### src/rtl/noise_poly_add_if.sv
// Stream and control bundle between the noise sampler/source and noise_poly_add.
interface noise_poly_add_if #(
    parameter int unsigned N       = 256,
    parameter int unsigned COEFF_W = 12,
    parameter int unsigned NOISE_W = 4
);
    logic                   start;
    logic [N*NOISE_W-1:0]   noise;
    logic [COEFF_W-1:0]     in_coeff;
    logic                   in_valid;
    logic                   in_ready;
    logic [COEFF_W-1:0]     out_coeff;
    logic                   out_valid;
    logic                   out_ready;
    logic                   busy;
    logic                   done;
    logic                   err;

    modport master (
        output start, noise, in_coeff, in_valid, out_ready,
        input  in_ready, out_coeff, out_valid, busy, done, err
    );

    modport slave (
        input  start, noise, in_coeff, in_valid, out_ready,
        output in_ready, out_coeff, out_valid, busy, done, err
    );
endinterface

### src/rtl/noise_poly_add.sv
// Adds a latched 256-coefficient CBD noise polynomial, mod q, to a coefficient stream.
module noise_poly_add #(
    parameter int unsigned N       = 256,
    parameter int unsigned Q       = 3329,
    parameter int unsigned COEFF_W = 12,
    parameter int unsigned NOISE_W = 4
) (
    input  logic              clk,
    input  logic              rst,
    noise_poly_add_if.slave   bus
);
    localparam int unsigned IDX_W = $clog2(N) + 1;
    localparam int unsigned SUM_W = COEFF_W + 2;
    localparam int unsigned NZ_W  = N * NOISE_W;

    localparam logic signed [SUM_W-1:0] Q_S  = SUM_W'(Q);
    localparam logic signed [SUM_W-1:0] E_HI = SUM_W'(2);
    localparam logic signed [SUM_W-1:0] E_LO = -SUM_W'(2);

    typedef enum logic [1:0] {IDLE, RUN, FIN} state_t;

    state_t               state_q, state_d;
    logic [NZ_W-1:0]      noise_q, noise_d;
    logic [IDX_W-1:0]     in_idx_q, in_idx_d;
    logic [IDX_W-1:0]     out_cnt_q, out_cnt_d;
    logic [COEFF_W-1:0]   out_coeff_q, out_coeff_d;
    logic                 out_valid_q, out_valid_d;
    logic                 busy_q, busy_d;
    logic                 done_q, done_d;
    logic                 err_q, err_d;

    logic                 in_ready_c;
    logic                 in_xfer_c;
    logic                 out_xfer_c;
    logic signed [SUM_W-1:0] e_ext_c;
    logic signed [SUM_W-1:0] sum_c;
    logic signed [SUM_W-1:0] red_c;
    logic                 nib_bad_c;
    logic                 coeff_bad_c;

    // Handshake: single output register, input only when it is free or draining.
    always_comb begin
        in_ready_c  = (state_q == RUN) && (in_idx_q < IDX_W'(N)) &&
                      (!out_valid_q || bus.out_ready);
        in_xfer_c   = in_ready_c && bus.in_valid;
        out_xfer_c  = (state_q == RUN) && out_valid_q && bus.out_ready;
    end

    // Datapath: sign-extend the current nibble, add, one conditional correction.
    always_comb begin
        e_ext_c     = {{(SUM_W-NOISE_W){noise_q[NOISE_W-1]}}, noise_q[NOISE_W-1:0]};
        sum_c       = {2'b00, bus.in_coeff} + e_ext_c;
        red_c       = sum_c;
        if (sum_c[SUM_W-1]) begin
            red_c = sum_c + Q_S;
        end else if (sum_c >= Q_S) begin
            red_c = sum_c - Q_S;
        end
        nib_bad_c   = (e_ext_c < E_LO) || (e_ext_c > E_HI);
        coeff_bad_c = (bus.in_coeff >= COEFF_W'(Q));
    end

    // Next-state and register-update logic.
    always_comb begin
        state_d     = state_q;
        noise_d     = noise_q;
        in_idx_d    = in_idx_q;
        out_cnt_d   = out_cnt_q;
        out_coeff_d = out_coeff_q;
        out_valid_d = out_valid_q;
        busy_d      = busy_q;
        done_d      = 1'b0;
        err_d       = err_q;
        case (state_q)
            IDLE: begin
                if (bus.start) begin
                    noise_d     = bus.noise;
                    in_idx_d    = '0;
                    out_cnt_d   = '0;
                    out_valid_d = 1'b0;
                    err_d       = 1'b0;
                    busy_d      = 1'b1;
                    state_d     = RUN;
                end
            end
            RUN: begin
                if (out_xfer_c) begin
                    out_valid_d = 1'b0;
                    out_cnt_d   = out_cnt_q + IDX_W'(1);
                end
                if (in_xfer_c) begin
                    out_coeff_d = COEFF_W'(red_c);
                    out_valid_d = 1'b1;
                    noise_d     = noise_q >> NOISE_W;
                    in_idx_d    = in_idx_q + IDX_W'(1);
                    if (nib_bad_c || coeff_bad_c) begin
                        err_d = 1'b1;
                    end
                end
                if (out_xfer_c && (out_cnt_q == IDX_W'(N - 1))) begin
                    busy_d  = 1'b0;
                    done_d  = 1'b1;
                    state_d = FIN;
                end
            end
            FIN: begin
                state_d = IDLE;
            end
            default: begin
                state_d = IDLE;
            end
        endcase
    end

    // State register.
    always_ff @(posedge clk or negedge rst) begin
        if (!rst) begin
            state_q <= IDLE;
        end else begin
            state_q <= state_d;
        end
    end

    // Datapath and output registers.
    always_ff @(posedge clk or negedge rst) begin
        if (!rst) begin
            noise_q     <= '0;
            in_idx_q    <= '0;
            out_cnt_q   <= '0;
            out_coeff_q <= '0;
            out_valid_q <= 1'b0;
            busy_q      <= 1'b0;
            done_q      <= 1'b0;
            err_q       <= 1'b0;
        end else begin
            noise_q     <= noise_d;
            in_idx_q    <= in_idx_d;
            out_cnt_q   <= out_cnt_d;
            out_coeff_q <= out_coeff_d;
            out_valid_q <= out_valid_d;
            busy_q      <= busy_d;
            done_q      <= done_d;
            err_q       <= err_d;
        end
    end

    assign bus.in_ready  = in_ready_c;
    assign bus.out_coeff = out_coeff_q;
    assign bus.out_valid = out_valid_q;
    assign bus.busy      = busy_q;
    assign bus.done      = done_q;
    assign bus.err       = err_q;
endmodule

### src/flat_wrapper.sv
// flat-port wrapper written by rule: the top's interface ports become plain ports
module noise_poly_add_flat 
#(
    parameter int unsigned N       = 256,
    parameter int unsigned Q       = 3329,
    parameter int unsigned COEFF_W = 12,
    parameter int unsigned NOISE_W = 4
)
  (clk, rst, bus_start, bus_noise, bus_in_coeff, bus_in_valid, bus_out_ready, bus_in_ready, bus_out_coeff, bus_out_valid, bus_busy, bus_done, bus_err);
  noise_poly_add_if #(.N(N), .COEFF_W(COEFF_W), .NOISE_W(NOISE_W)) bus_i ();
  input  logic clk;
  input  logic rst;
  input wire logic [$bits(bus_i.start)-1:0] bus_start;
  input wire logic [$bits(bus_i.noise)-1:0] bus_noise;
  input wire logic [$bits(bus_i.in_coeff)-1:0] bus_in_coeff;
  input wire logic [$bits(bus_i.in_valid)-1:0] bus_in_valid;
  input wire logic [$bits(bus_i.out_ready)-1:0] bus_out_ready;
  output wire logic [$bits(bus_i.in_ready)-1:0] bus_in_ready;
  output wire logic [$bits(bus_i.out_coeff)-1:0] bus_out_coeff;
  output wire logic [$bits(bus_i.out_valid)-1:0] bus_out_valid;
  output wire logic [$bits(bus_i.busy)-1:0] bus_busy;
  output wire logic [$bits(bus_i.done)-1:0] bus_done;
  output wire logic [$bits(bus_i.err)-1:0] bus_err;
  assign bus_i.start = bus_start;
  assign bus_i.noise = bus_noise;
  assign bus_i.in_coeff = bus_in_coeff;
  assign bus_i.in_valid = bus_in_valid;
  assign bus_i.out_ready = bus_out_ready;
  assign bus_in_ready = bus_i.in_ready;
  assign bus_out_coeff = bus_i.out_coeff;
  assign bus_out_valid = bus_i.out_valid;
  assign bus_busy = bus_i.busy;
  assign bus_done = bus_i.done;
  assign bus_err = bus_i.err;
  noise_poly_add #(.N(N), .Q(Q), .COEFF_W(COEFF_W), .NOISE_W(NOISE_W)) u_core (.clk(clk), .rst(rst), .bus(bus_i));
endmodule
### config.mk
export PLATFORM = sky130hd
export DESIGN_NAME = noise_poly_add_flat
export DESIGN_NICKNAME = d
export VERILOG_FILES = /design/src/rtl/noise_poly_add_if.sv /design/src/rtl/noise_poly_add.sv /design/src/flat_wrapper.sv
export SDC_FILE = /design/constraint.sdc
export NUM_CORES = 2
export LEC_CHECK = 0
export CAP_MARGIN = 20
export CORE_AREA = 2 2 414 416
export CTS_CLUSTER_DIAMETER = 120
export DETAILED_ROUTE_END_ITERATION = 8
export DIE_AREA = 0 0 416 418
export PLACE_DENSITY = 0.5
export SKIP_LAST_GASP = 1
export SYNTH_ARGS = -nofsm -noshare
export SYNTH_HDL_FRONTEND = slang
export SYNTH_SLANG_ARGS = --single-unit
### constraint.sdc
create_clock -name clk -period 6.4 [get_ports clk]
set_input_delay 0.96 -clock clk [delete_from_list [all_inputs] [get_ports clk]]
set_output_delay 0.96 -clock clk [all_outputs]
set_load 0.005 [all_outputs]
==> reports/results.ini <==
[final_layout]
final_util_pct=38.6
finalNetCount=7770
fill_cells=17400
area_delta_synth_final_pct=34.9
drive_gt1_share_pct=4.13

[drt]
vias=44700
ant_nets=0
drc=0
routed_via_density=4.93
drt-wirelength-per-cell_um=20.4
routed_wl_um=185000
drt_iter0_markers=3838
drt-pass1-iter-count=7

[global_route]
gr-usage-met3_pct=4.62
grt_pass1_vias=43900
grt_max_degree=217
overflow=0
gr-usage-met2_pct=35.1
grt_busiest_layer=met2
antenna_found_initial=84
grt.total_usage_pct=20.6
grtUsageMet1_pct=25.2
grt_pass1_wl_um=275000

[critical_path]
required_ns=7.04
worstSetupPathType=in2reg
cp_slowest_cell=a41oi_4
slowest_delay_ns=0.65
end_kind=flip-flop
path_max_fanout=15
crit_path_cell_trace=clkdlybuf4s50_1 -> ha_1 -> fa_1 -> a21o_1 -> a211oi_4 -> xnor2_1 -> a21oi_1 -> nand4_1 -> a41oi_4 -> nor3_2 -> mux2i_1 -> a211o_1
cp.arrival_ns=4.61
crit_path_start_kind=input port

[yosys]
syn_nets=6996
synth_seq_area_share_pct=54.9
synth_top_family_by_area=simple AND/OR/NAND/NOR gates
synth_fa_ha_area_share_pct=0.559
yosys_warnings=0
yosysUniqueCellTypes=63
synth_area_leader_cell=dfrtp_1
syn_avg_cell_area_um2=8.15
synth_flop_cell=dfrtp_1
synthMuxAreaShare_pct=0.124
synth-async-reset-ratio_pct=100
synth_area_mm2=0.0483
syn_inst=5934
yosysTopAreaCellShare_pct=54.9
yosys-top-cells-area=dfrtp_1 (55%), nand2_1 (16%), a31oi_1 (13%), nor2_1 (8.2%), clkbuf_1 (3.6%)
synth_seq_cells=1060
synth_edf_count=0
synth-compound-area-share_pct=14.9
synth-simple-area-share_pct=25.3
synth-xor-area-share_pct=0.414

[power_and_ir_drop]
clockPowerShare_pct=32.8
vdd_drop_max_v=0.000196
pwr-share-comb_pct=23.0
switchingPower_mw=7.36
pwr-share-seq_pct=44.2
p_leak_nw=27.7
p_int_mw=16.1
total_power_mw=23.4
p_per_area_mw_per_mm2=359
switching_share_pct=31.4

[placed_design]
place.port_buffers=1057
place_ws_ns=1.69
hpwlAfterDp_um=131000
gp_congestion=0.860

[timing]
setup_violations=0
fin_crit_sh_pct=62.2
maxSlewHeadroom_pct=20.7
fin_crit_ns=3.98
fin_tns_setup_ns=0
rsz0062_at_grt=no
worst-slew-pin-transition_ns=1.19
skew_ns=0.0340
slew_viol_final=0
timing.fmax_mhz=251
worst_slack_ns=2.42
whs_ns=0.228
finalHoldViolations=0

[clocking]
numCtsBuffers=132
htreeDepth=4
post-cts-setup-buffers=0
ctsResizeCount=0
cts_tree=done
clk_pin_slew_worst_paths_ns=0.07
clk_latency_ns=0.76
ctsHoldBuffers=0
cts.sinks=1060
root_buffer=clkbuf_16
max-clock-path-buffers=3

[floorplanning]
die_h_um=418
pin_count=1058
dieArea_mm2=0.174
initial_core_util_pct=28.6
die_w_um=416
rows=151
core_area_mm2=0.169

[outcome]
status=finished, final reports clean

[min_path]
hold_path.class=in2async

[run]
cap_viol_max_count=0

## cells in the mapped netlist, drive strengths merged, types with 9 or more instances
library cell and count:
nand2 2081, dfrtp 1060, nor2 1055, a31oi 1025
clkbuf 459, a21oi 28, o21ai 26, ha 20
buf 15, xor2 14, nand3 10, nand4 10
nor3 10, and3 9
## critical path, delay by kind of cell
kind / cells / cell delay [ns]
muxes: 1 / 0.14
xor gates and xnor gates: 1 / 0.19
adders and majority gates: 2 / 0.77
and+or+nand+nor: 2 / 0.28
buffers and inverters: 1 / 0.47
AOI/OAI and AO/OA: 5 / 1.80
## path summary, 6_finish.rpt
path                                     start                      end  slack [ns]  depth (start not counted)
max                            bus_in_coeff[0]  u_core.bus.out_coeff[9]        2.42                         12
min                                        rst      u_core.noise_q[603]        0.23                          1
max reg2reg                  u_core.noise_q[3]  u_core.bus.out_coeff[9]        2.52                         10
min reg2reg                u_core.out_cnt_q[8]      u_core.out_cnt_q[8]        0.48                          2
max in group asynchronous                  rst     u_core.noise_q[1015]        4.55                          2
min in group clk           u_core.out_cnt_q[8]      u_core.out_cnt_q[8]        0.48                          2
## metrics by stage
| step | cell area [µm²] | std cells |
|---|---|---|
| floorplan | 48300 | 5934 |
| global placement | 60700 | 8792 |
| detailed placement | 60700 | 8792 |
| CTS | 65100 | 9021 |
| global route | 65200 | 9059 |
| finish | 65200 | 9065 |
## power by group through the flow
| stage | registers (mW) | logic (mW) | clock network (mW) |
|---|---|---|---|
| 3_3_place_gp | 10.4 | 5.37 | 0 |
| 4_1_cts | 10.3 | 5.47 | 7.89 |
| 2_1_floorplan | 9.98 | 3.68 | 0 |
| 3_5_place_dp | 10.4 | 5.45 | 0 |
| 5_1_grt | 10.6 | 6.15 | 8.17 |
| 6_report | 10.3 | 5.38 | 7.69 |
## cells in the final DEF, fill, tap and decap left out, types with 7 or more instances in the layout
master,synthesis,layout
ha_1,20,20
xnor2_1,8,8
clkbuf_8,0,27
xor2_1,13,13
nor3_1,9,9
a31oi_1,1025,1025
clkinv_2,0,17
bufinv_16,0,9
o21ai_0,19,19
diode_2,0,44
buf_12,0,25
dfrtp_1,1060,1060
clkbuf_1,459,26
a21oi_1,28,28
o211ai_1,7,7
buf_4,0,32
nand4_1,10,10
nand3_1,10,10
and3_1,8,8
nor2_1,1055,1055
inv_1,8,8
nand2_1,2081,2081
clkdlybuf4s50_1,0,1056
clkbuf_16,0,134
## layer usage
metal / part of all wire [%] / up-vias
met2: 50 / 1148
met5: 0.18 / -
met4: 3.3 / 52
met1: 41 / 21700
met3: 5.5 / 328
li1: - / 21500
## final cells by class
type                            instances  area (µm²)  area share, %
Antenna cell                           44         110          0.169
Clock buffer                          187        3820           5.86
Clock inverter                         42         619          0.950
Inverter                                8        30.0         0.0461
Multi-Input combinational cell       4392       20000           30.7
Sequential cell                      1060       26500           40.7
Tap cell                             2218        2780           4.26
Timing Repair Buffer                 1114       11300           17.4
## cells by family after synthesis
family / after synthesis
and+or+nand+nor: 3211
AOI/OAI and AO/OA: 1132
DFF: 1060
buffers and inverters: 482
xor gates and xnor gates: 22
adders and majority gates: 21
muxes: 6
## sequential cells by signal, indices dropped and copies added, names as in the netlist
name,flops
u_core.bus.out_valid,1
u_core.state_q,2
u_core.in_idx_q,9
u_core.bus.busy,1
u_core.out_cnt_q,9
u_core.bus.done,1
u_core.bus.err,1
u_core.noise_q,1024
u_core.bus.out_coeff,12
No activity file was read; power rests on OpenSTA's default activity.
